`src/rtl/trigger_pkg.sv`:
```
// Shared types and constants for the trigger launcher slice.
package trigger_pkg;

    // Launcher FSM states, 3-bit encoded
    typedef enum logic [2:0] {
        IDLE    = 3'd0,
        DELAY   = 3'd1,
        ASSERT  = 3'd2,
        RELEASE = 3'd3,
        HOLDOFF = 3'd4
    } state_t;

    localparam int TRIG_COUNT_W    = 16;
    localparam int SYNC_STAGES_DEF = 2;

    // Increment that sticks at all-ones instead of wrapping
    function automatic logic [TRIG_COUNT_W-1:0] sat_inc(input logic [TRIG_COUNT_W-1:0] v);
        logic [TRIG_COUNT_W-1:0] res;
        if (v == {TRIG_COUNT_W{1'b1}}) begin
            res = v;
        end else begin
            res = v + TRIG_COUNT_W'(1);
        end
        return res;
    endfunction

endpackage

```
`src/rtl/trigger_launcher_if.sv`:
```
// Launch-request / trigger bundle between a requester and the launcher.
interface trigger_launcher_if #(
    parameter int DELAY_W   = 8,
    parameter int WIDTH_W   = 4,
    parameter int HOLDOFF_W = 8
) ();
    logic                                  fire;
    logic [DELAY_W-1:0]                    delay_cfg;
    logic [WIDTH_W-1:0]                    width_cfg;
    logic [HOLDOFF_W-1:0]                  holdoff_cfg;
    logic                                  ack_async;
    logic                                  clear_err;
    logic                                  trigger_out;
    logic                                  busy;
    logic                                  dropped;
    logic                                  timeout_err;
    logic [trigger_pkg::TRIG_COUNT_W-1:0]  trig_count;

    modport master (
        output fire, delay_cfg, width_cfg, holdoff_cfg, ack_async, clear_err,
        input  trigger_out, busy, dropped, timeout_err, trig_count
    );

    modport slave (
        input  fire, delay_cfg, width_cfg, holdoff_cfg, ack_async, clear_err,
        output trigger_out, busy, dropped, timeout_err, trig_count
    );
endinterface

```
`src/rtl/trigger_ack_sync.sv`:
```
// N-stage synchronizer bringing the consumer acknowledge into FCLK.
module trigger_ack_sync #(
    parameter int STAGES = 2
) (
    input  logic i_clk,
    input  logic i_rst,
    input  logic i_d,
    output logic o_q
);
    // Fewer than two stages is not a safe synchronizer; clamp up
    localparam int N = (STAGES < 2) ? 2 : STAGES;

    logic [N-1:0] r_sync;

    // Shift the asynchronous input through the flop chain
    always_ff @(posedge i_clk or posedge i_rst) begin
        if (i_rst) begin
            r_sync <= '0;
        end else begin
            r_sync <= {r_sync[N-2:0], i_d};
        end
    end

    assign o_q = r_sync[N-1];
endmodule

```
`src/rtl/trigger_launcher.sv`:
```
// Transmit-side trigger launcher: delayed, width-controlled, level-held
// trigger with 4-phase ack handshake, holdoff, timeout and drop reporting.
module trigger_launcher
    import trigger_pkg::*;
#(
    parameter int DELAY_W     = 8,
    parameter int WIDTH_W     = 4,
    parameter int HOLDOFF_W   = 8,
    parameter int TIMEOUT_W   = 10,
    parameter int SYNC_STAGES = SYNC_STAGES_DEF
) (
    input logic               FCLK,
    input logic               RST,
    trigger_launcher_if.slave bus
);

    state_t                  r_state;
    logic [DELAY_W-1:0]      r_cnt;
    logic [WIDTH_W-1:0]      r_wcnt;
    logic [WIDTH_W-1:0]      r_width;
    logic [HOLDOFF_W-1:0]    r_hcnt;
    logic [HOLDOFF_W-1:0]    r_holdoff;
    logic [TIMEOUT_W-1:0]    r_tcnt;
    logic                    r_trigger_out;
    logic                    r_busy;
    logic                    r_dropped;
    logic                    r_timeout_err;
    logic [TRIG_COUNT_W-1:0] r_trig_count;

    logic                    w_ack_sync;
    logic [WIDTH_W-1:0]      w_width_eff;
    logic                    w_width_done;
    logic                    w_tmo_max;

    trigger_ack_sync #(.STAGES(SYNC_STAGES)) u_ack_sync (
        .i_clk (FCLK),
        .i_rst (RST),
        .i_d   (bus.ack_async),
        .o_q   (w_ack_sync)
    );

    // A zero width request still produces a one-cycle pulse
    assign w_width_eff  = (bus.width_cfg == '0) ? WIDTH_W'(1) : bus.width_cfg;
    // Width counts only cycles where the trigger is actually high
    assign w_width_done = r_trigger_out && (r_wcnt == WIDTH_W'(1));
    assign w_tmo_max    = (r_tcnt == {TIMEOUT_W{1'b1}});

    // Launcher FSM with all outputs registered
    always_ff @(posedge FCLK or posedge RST) begin
        if (RST) begin
            r_state       <= IDLE;
            r_cnt         <= '0;
            r_wcnt        <= '0;
            r_width       <= '0;
            r_hcnt        <= '0;
            r_holdoff     <= '0;
            r_tcnt        <= '0;
            r_trigger_out <= 1'b0;
            r_busy        <= 1'b0;
            r_dropped     <= 1'b0;
            r_timeout_err <= 1'b0;
            r_trig_count  <= '0;
        end else begin
            r_dropped <= bus.fire && (r_state != IDLE);
            // A timeout set later in this block overrides this clear
            if (bus.clear_err) begin
                r_timeout_err <= 1'b0;
            end
            case (r_state)
                IDLE: begin
                    r_trigger_out <= 1'b0;
                    if (bus.fire) begin
                        r_width   <= w_width_eff;
                        r_holdoff <= bus.holdoff_cfg;
                        r_busy    <= 1'b1;
                        if (bus.delay_cfg == '0) begin
                            r_state      <= ASSERT;
                            r_wcnt       <= w_width_eff;
                            r_tcnt       <= '0;
                            r_trig_count <= sat_inc(r_trig_count);
                        end else begin
                            r_state <= DELAY;
                            r_cnt   <= bus.delay_cfg;
                        end
                    end else begin
                        r_busy <= 1'b0;
                    end
                end
                DELAY: begin
                    if (r_cnt <= DELAY_W'(1)) begin
                        r_state      <= ASSERT;
                        r_wcnt       <= r_width;
                        r_tcnt       <= '0;
                        r_trig_count <= sat_inc(r_trig_count);
                    end else begin
                        r_cnt <= r_cnt - DELAY_W'(1);
                    end
                end
                ASSERT: begin
                    if (w_width_done && w_ack_sync) begin
                        r_state       <= RELEASE;
                        r_trigger_out <= 1'b0;
                    end else if (w_tmo_max) begin
                        r_state       <= HOLDOFF;
                        r_hcnt        <= r_holdoff;
                        r_trigger_out <= 1'b0;
                        r_timeout_err <= 1'b1;
                    end else begin
                        r_trigger_out <= 1'b1;
                        r_tcnt        <= r_tcnt + TIMEOUT_W'(1);
                        if (r_trigger_out && (r_wcnt > WIDTH_W'(1))) begin
                            r_wcnt <= r_wcnt - WIDTH_W'(1);
                        end else begin
                            r_wcnt <= r_wcnt;
                        end
                    end
                end
                RELEASE: begin
                    r_trigger_out <= 1'b0;
                    if (!w_ack_sync) begin
                        if (r_holdoff == '0) begin
                            r_state <= IDLE;
                            r_busy  <= 1'b0;
                        end else begin
                            r_state <= HOLDOFF;
                            r_hcnt  <= r_holdoff;
                        end
                    end else if (w_tmo_max) begin
                        r_state       <= HOLDOFF;
                        r_hcnt        <= r_holdoff;
                        r_timeout_err <= 1'b1;
                    end else begin
                        r_tcnt <= r_tcnt + TIMEOUT_W'(1);
                    end
                end
                HOLDOFF: begin
                    r_trigger_out <= 1'b0;
                    if (r_hcnt <= HOLDOFF_W'(1)) begin
                        r_state <= IDLE;
                        r_busy  <= 1'b0;
                    end else begin
                        r_hcnt <= r_hcnt - HOLDOFF_W'(1);
                    end
                end
                default: begin
                    r_state       <= IDLE;
                    r_trigger_out <= 1'b0;
                    r_busy        <= 1'b0;
                end
            endcase
        end
    end

    assign bus.trigger_out = r_trigger_out;
    assign bus.busy        = r_busy;
    assign bus.dropped     = r_dropped;
    assign bus.timeout_err = r_timeout_err;
    assign bus.trig_count  = r_trig_count;

endmodule

```
`src/flat_wrapper.sv`:
```
// flat-port wrapper written by rule: the top's interface ports become plain ports
module trigger_launcher_flat import trigger_pkg::*;
#(
    parameter int DELAY_W     = 8,
    parameter int WIDTH_W     = 4,
    parameter int HOLDOFF_W   = 8,
    parameter int TIMEOUT_W   = 10,
    parameter int SYNC_STAGES = SYNC_STAGES_DEF
)
  (FCLK, RST, bus_fire, bus_delay_cfg, bus_width_cfg, bus_holdoff_cfg, bus_ack_async, bus_clear_err, bus_trigger_out, bus_busy, bus_dropped, bus_timeout_err, bus_trig_count);
  trigger_launcher_if #(.DELAY_W(DELAY_W), .WIDTH_W(WIDTH_W), .HOLDOFF_W(HOLDOFF_W)) bus_i ();
  input logic FCLK;
  input logic RST;
  input wire logic [$bits(bus_i.fire)-1:0] bus_fire;
  input wire logic [$bits(bus_i.delay_cfg)-1:0] bus_delay_cfg;
  input wire logic [$bits(bus_i.width_cfg)-1:0] bus_width_cfg;
  input wire logic [$bits(bus_i.holdoff_cfg)-1:0] bus_holdoff_cfg;
  input wire logic [$bits(bus_i.ack_async)-1:0] bus_ack_async;
  input wire logic [$bits(bus_i.clear_err)-1:0] bus_clear_err;
  output wire logic [$bits(bus_i.trigger_out)-1:0] bus_trigger_out;
  output wire logic [$bits(bus_i.busy)-1:0] bus_busy;
  output wire logic [$bits(bus_i.dropped)-1:0] bus_dropped;
  output wire logic [$bits(bus_i.timeout_err)-1:0] bus_timeout_err;
  output wire logic [$bits(bus_i.trig_count)-1:0] bus_trig_count;
  assign bus_i.fire = bus_fire;
  assign bus_i.delay_cfg = bus_delay_cfg;
  assign bus_i.width_cfg = bus_width_cfg;
  assign bus_i.holdoff_cfg = bus_holdoff_cfg;
  assign bus_i.ack_async = bus_ack_async;
  assign bus_i.clear_err = bus_clear_err;
  assign bus_trigger_out = bus_i.trigger_out;
  assign bus_busy = bus_i.busy;
  assign bus_dropped = bus_i.dropped;
  assign bus_timeout_err = bus_i.timeout_err;
  assign bus_trig_count = bus_i.trig_count;
  trigger_launcher #(.DELAY_W(DELAY_W), .WIDTH_W(WIDTH_W), .HOLDOFF_W(HOLDOFF_W), .TIMEOUT_W(TIMEOUT_W), .SYNC_STAGES(SYNC_STAGES)) u_core (.FCLK(FCLK), .RST(RST), .bus(bus_i));
endmodule
```
`config.mk`:
```
export PLATFORM = sky130hd
export DESIGN_NAME = trigger_launcher_flat
export DESIGN_NICKNAME = d
export VERILOG_FILES = /design/src/rtl/trigger_pkg.sv /design/src/rtl/trigger_launcher_if.sv /design/src/rtl/trigger_ack_sync.sv /design/src/rtl/trigger_launcher.sv /design/src/flat_wrapper.sv
export SDC_FILE = /design/constraint.sdc
export NUM_CORES = 1
export LEC_CHECK = 0
export ABC_AREA = 1
export ABC_CLOCK_PERIOD_IN_PS = 2300
export CORE_UTILIZATION = 50
export DETAILED_ROUTE_END_ITERATION = 12
export PLACE_DENSITY = 0.85
export SLEW_MARGIN = 20
export SYNTH_ARGS = -nofsm -noshare
export SYNTH_HDL_FRONTEND = slang
export SYNTH_SLANG_ARGS = --single-unit
```
`constraint.sdc`:
```
create_clock -name FCLK -period 2.3 [get_ports FCLK]
set_input_delay 0.69 -clock FCLK [delete_from_list [all_inputs] [get_ports FCLK]]
set_output_delay 0.69 -clock FCLK [all_outputs]
set_load 0.1 [all_outputs]
```
==> results.rst <==
.. list-table::
   :header-rows: 1

   * - Metric
     - Value
   * - Maximum fanout count along the critical path
     - 10
   * - Req. time, crit path
     - 2540 ps
   * - Layout Utilization
     - 63.9%
   * - Crit Path Category
     - reg2reg
   * - Clock tree from TritonCTS
     - built
   * - DIE HEIGHT
     - 95.8 um
   * - Power consumption
     - 2.62 mW
   * - Half-perimeter wire length after detailed placement
     - 7830 um
   * - Final critical path time including I/O delays and setup
     - 1950 ps
   * - Maximum frequency from static timing analysis
     - 512 MHz
   * - Yosys synthesis warning count
     - 0
   * - Flops & latches, synth
     - 67
   * - Hold Vio Cnt, Final
     - 0
   * - DR vias/cell
     - 5.43
   * - Setup Fix Bufs, Post-CTS
     - 0
   * - Maximum buffer depth of the clock tree
     - 2
   * - Number of DRC violations after detailed-routing iteration 0
     - 263
   * - Fin. max-slew vios
     - 0
   * - Type of the most critical hold path
     - reg2reg
   * - Antenna-violating nets left
     - 0
   * - Critical Path Start Type
     - register
   * - Total negative slack for setup checks
     - 0 ps
   * - Crit-path slowest cell
     - sky130_fd_sc_hd__dfrtp_1
   * - Leakage power figure
     - 2.71 nW
   * - TritonCTS Sinks
     - 67
   * - Clock Latency Late Sink
     - 350 ps
   * - Signal arrival time at the worst endpoint
     - 2190 ps
   * - Effective utilization at floorplan
     - 52.5%
   * - Die Outline Area
     - 9190 um^2
   * - Final non-filler cell area
     - 5350 um^2
   * - Syn Std Cell Area
     - 4400 um^2
   * - Port Buffer Count
     - 44
   * - Diode insertion count for antenna repair
     - 0
   * - Number of max-cap violations
     - 0
   * - Slowest cell delay on critical path
     - 400 ps
   * - Number of top-level pins
     - 45
   * - Number of clock buffers inserted by TritonCTS
     - 9
   * - Primary FF master, synth
     - sky130_fd_sc_hd__dfrtp_1
   * - Total of cells resized after clock tree synthesis
     - 0
   * - Most area-consuming cells after synthesis
     - sky130_fd_sc_hd__dfrtp_1 (38%), sky130_fd_sc_hd__nand2_1 (22%), sky130_fd_sc_hd__nand3_1 (7.7%)
   * - Die outline width
     - 95.8 um
   * - Critical Path Most Common Cell
     - sky130_fd_sc_hd__nor2_1
   * - CTS clock-pin slew for the worst setup and hold paths
     - 70 ps
   * - Most frequent cell after synthesis
     - sky130_fd_sc_hd__nand2_1
   * - Rel. slew slack
     - 73.1%
   * - Area growth from synthesis to layout
     - 21.6%
   * - Cell row count
     - 33
   * - Number of enable flip-flop cells after synthesis
     - 0
   * - Synth top cells by count
     - sky130_fd_sc_hd__nand2_1 (253), sky130_fd_sc_hd__nand3_1 (68), sky130_fd_sc_hd__dfrtp_1 (67), sky130_fd_sc_hd__inv_1 (61), sky130_fd_sc_hd__nor2_1 (59)
   * - Initial antenna violation count
     - 0
   * - Mapped Avg Cell Area
     - 6.81 um^2
   * - Register area share after synthesis
     - 38.1%
   * - Number of inserted filler cells in the final layout
     - 690
   * - Part of the cycle the worst path needs
     - 84.9%
   * - Fraction of layout instances using a drive strength above 1
     - 11.7%
   * - Detailed-route via count
     - 4,419
   * - Yosys top cell area share
     - 38.1%
   * - PD cells
     - 490 nW/um^2
   * - Avg WL per Cell
     - 13.1 um
   * - Maximum number of pins on one net before global-route repair
     - 42
   * - Setup clock skew after layout
     - 11.6 ps
   * - Final weighted congestion in routability-driven placement
     - 0.875
   * - Critical path capture point type
     - register
   * - Number of distinct standard cells referenced by the synthesized netlist
     - 34
   * - Tot GR Track Use
     - 25.6%
   * - Wire length of the first global-routing pass
     - 18,300 um
   * - Number of standard cells after synthesis
     - 647
   * - Nets in the synthesized netlist
     - 680
   * - Placed cell areas
     - 5090 um^2
   * - Buffer type at the clock tree root
     - sky130_fd_sc_hd__clkbuf_8
   * - Nets
     - 737
   * - Unrepaired setup endpoints after global routing
     - false
   * - Standard cell core area
     - 8380 um^2
   * - Post-synthesis async set-or-reset flop share
     - 100%
   * - Detailed-route wire length
     - 10,700 um
   * - Hold slack
     - 354 ps
   * - Worst voltage drop across the vdd grid
     - 0.000300 V
   * - DR DRC count
     - 0
   * - Slew at the pin with the worst max-slew slack
     - 403 ps
   * - Total grt overflow
     - 0
   * - Status
     - finished clean
   * - Library cell with the largest summed area after synthesis
     - sky130_fd_sc_hd__dfrtp_1
   * - CTS hold repair buffers
     - 0
   * - Setup-failing EPs final
     - 0
   * - Number of global-route vias before repair
     - 4,265
   * - CTS H-Tree Depth
     - 3
   * - First-pass iteration count of the detailed router
     - 5
   * - Worst-path cell chain
     - inv_1, ha_1, o21ai_0, nor2_1, nor2_1, nor2_1, nand3b_2, nand2_1, nand2_1
==> area by class of cell <==
type | instances | area (um^2) | share of cell area (%)
sequential | 67 | 1680 | 31.3
tap | 105 | 131 | 2.45
clock buffer | 9 | 124 | 2.31
inverter | 67 | 255 | 4.77
clock inverter | 7 | 140 | 2.62
timing repair buffer | 58 | 621 | 11.6
multi-input combinational | 501 | 2400 | 44.9
==> logic make-up (layout without fill, tap and decap cells) <==
group / after synthesis / in the layout / synth area share, %
compound gates: 58 / 58 / 7.33
flops: 67 / 67 / 38.1
xor+xnor: 16 / 16 / 3.18
simple gates: 419 / 419 / 41.8
fa+ha+maj: 8 / 8 / 2.27
buf+inv: 79 / 141 / 7.30
==> final timing paths <==
kind | startpoint | endpoint | slack, ps | cells after the start
max | u_core.r_cnt[0]$_DFFE_PP0P_ | u_core.r_tcnt[9]$_DFFE_PP0P_ | 350 | 9
min | u_core.u_ack_sync.r_sync[0]$_DFF_PP0_ | u_core.u_ack_sync.r_sync[1]$_DFF_PP0_ | 350 | 0
max in group asynchronous | RST | u_core.r_tcnt[0]$_DFFE_PP0P_ | 1160 | 3
max reg2reg | u_core.r_cnt[0]$_DFFE_PP0P_ | u_core.r_tcnt[9]$_DFFE_PP0P_ | 350 | 9
min in group asynchronous | RST | u_core.r_cnt[0]$_DFFE_PP0P_ | 650 | 2
min reg2reg | u_core.u_ack_sync.r_sync[0]$_DFF_PP0_ | u_core.u_ack_sync.r_sync[1]$_DFF_PP0_ | 350 | 0
==> flip-flops by register name, summed over array words and instances (netlist names) <==
register                  flops
u_core.bus.timeout_err        1
u_core.bus.dropped            1
u_core.u_ack_sync.r_sync      2
u_core.r_hcnt                 8
u_core.r_cnt                  8
u_core.r_state                3
u_core.bus.trig_count        16
u_core.r_width                4
u_core.r_tcnt                10
u_core.r_wcnt                 4
u_core.bus.busy               1
u_core.r_holdoff              8
u_core.bus.trigger_out        1
==> layout by cell type (no fill, tap or decap), types with 9 or more instances in the layout <==
cell,instances
sky130_fd_sc_hd__buf_4,24
sky130_fd_sc_hd__nor2_1,59
sky130_fd_sc_hd__clkbuf_8,9
sky130_fd_sc_hd__inv_1,60
sky130_fd_sc_hd__nand3_1,68
sky130_fd_sc_hd__dfrtp_1,67
sky130_fd_sc_hd__nand2_1,253
sky130_fd_sc_hd__buf_12,10
sky130_fd_sc_hd__o21ai_0,36
sky130_fd_sc_hd__clkdlybuf4s50_1,24
==> through the flow <==
stage	setup WS [ps]	cells
CTS	353	814
global route	157	814
finish	348	814
detailed placement	41.0	798
global placement	72.4	798
floorplan	57.6	647
==> power breakdown <==
part	total [mW]	switching, mW	internal, mW
Sequential	1.20	0.0130	1.19
Clock	1.31	0.478	0.828
Combinational	0.110	0.0581	0.0523
==> critical path: cells and delay by family (launching register included) <==
family,cells,cell delay [ps]
AOI/OAI and AO/OA,1,140
DFF,1,400
and+or+nand+nor,6,950
adders and majority gates,1,230
buffers and inverters,1,100
==> per-layer routing <==
| layer | up-vias | wire length (um) | track usage [%] |
|---|---|---|---|
| met1 | 2082 | 4610 | 30.6 |
| met4 | 0 | 155 | 10.9 |
| li1 | 2176 | - | - |
| met5 | - | 0 | 0 |
| met2 | 146 | 5400 | 44.4 |
| met3 | 15 | 538 | 5.45 |
No activity file was read; power rests on OpenSTA's default activity.
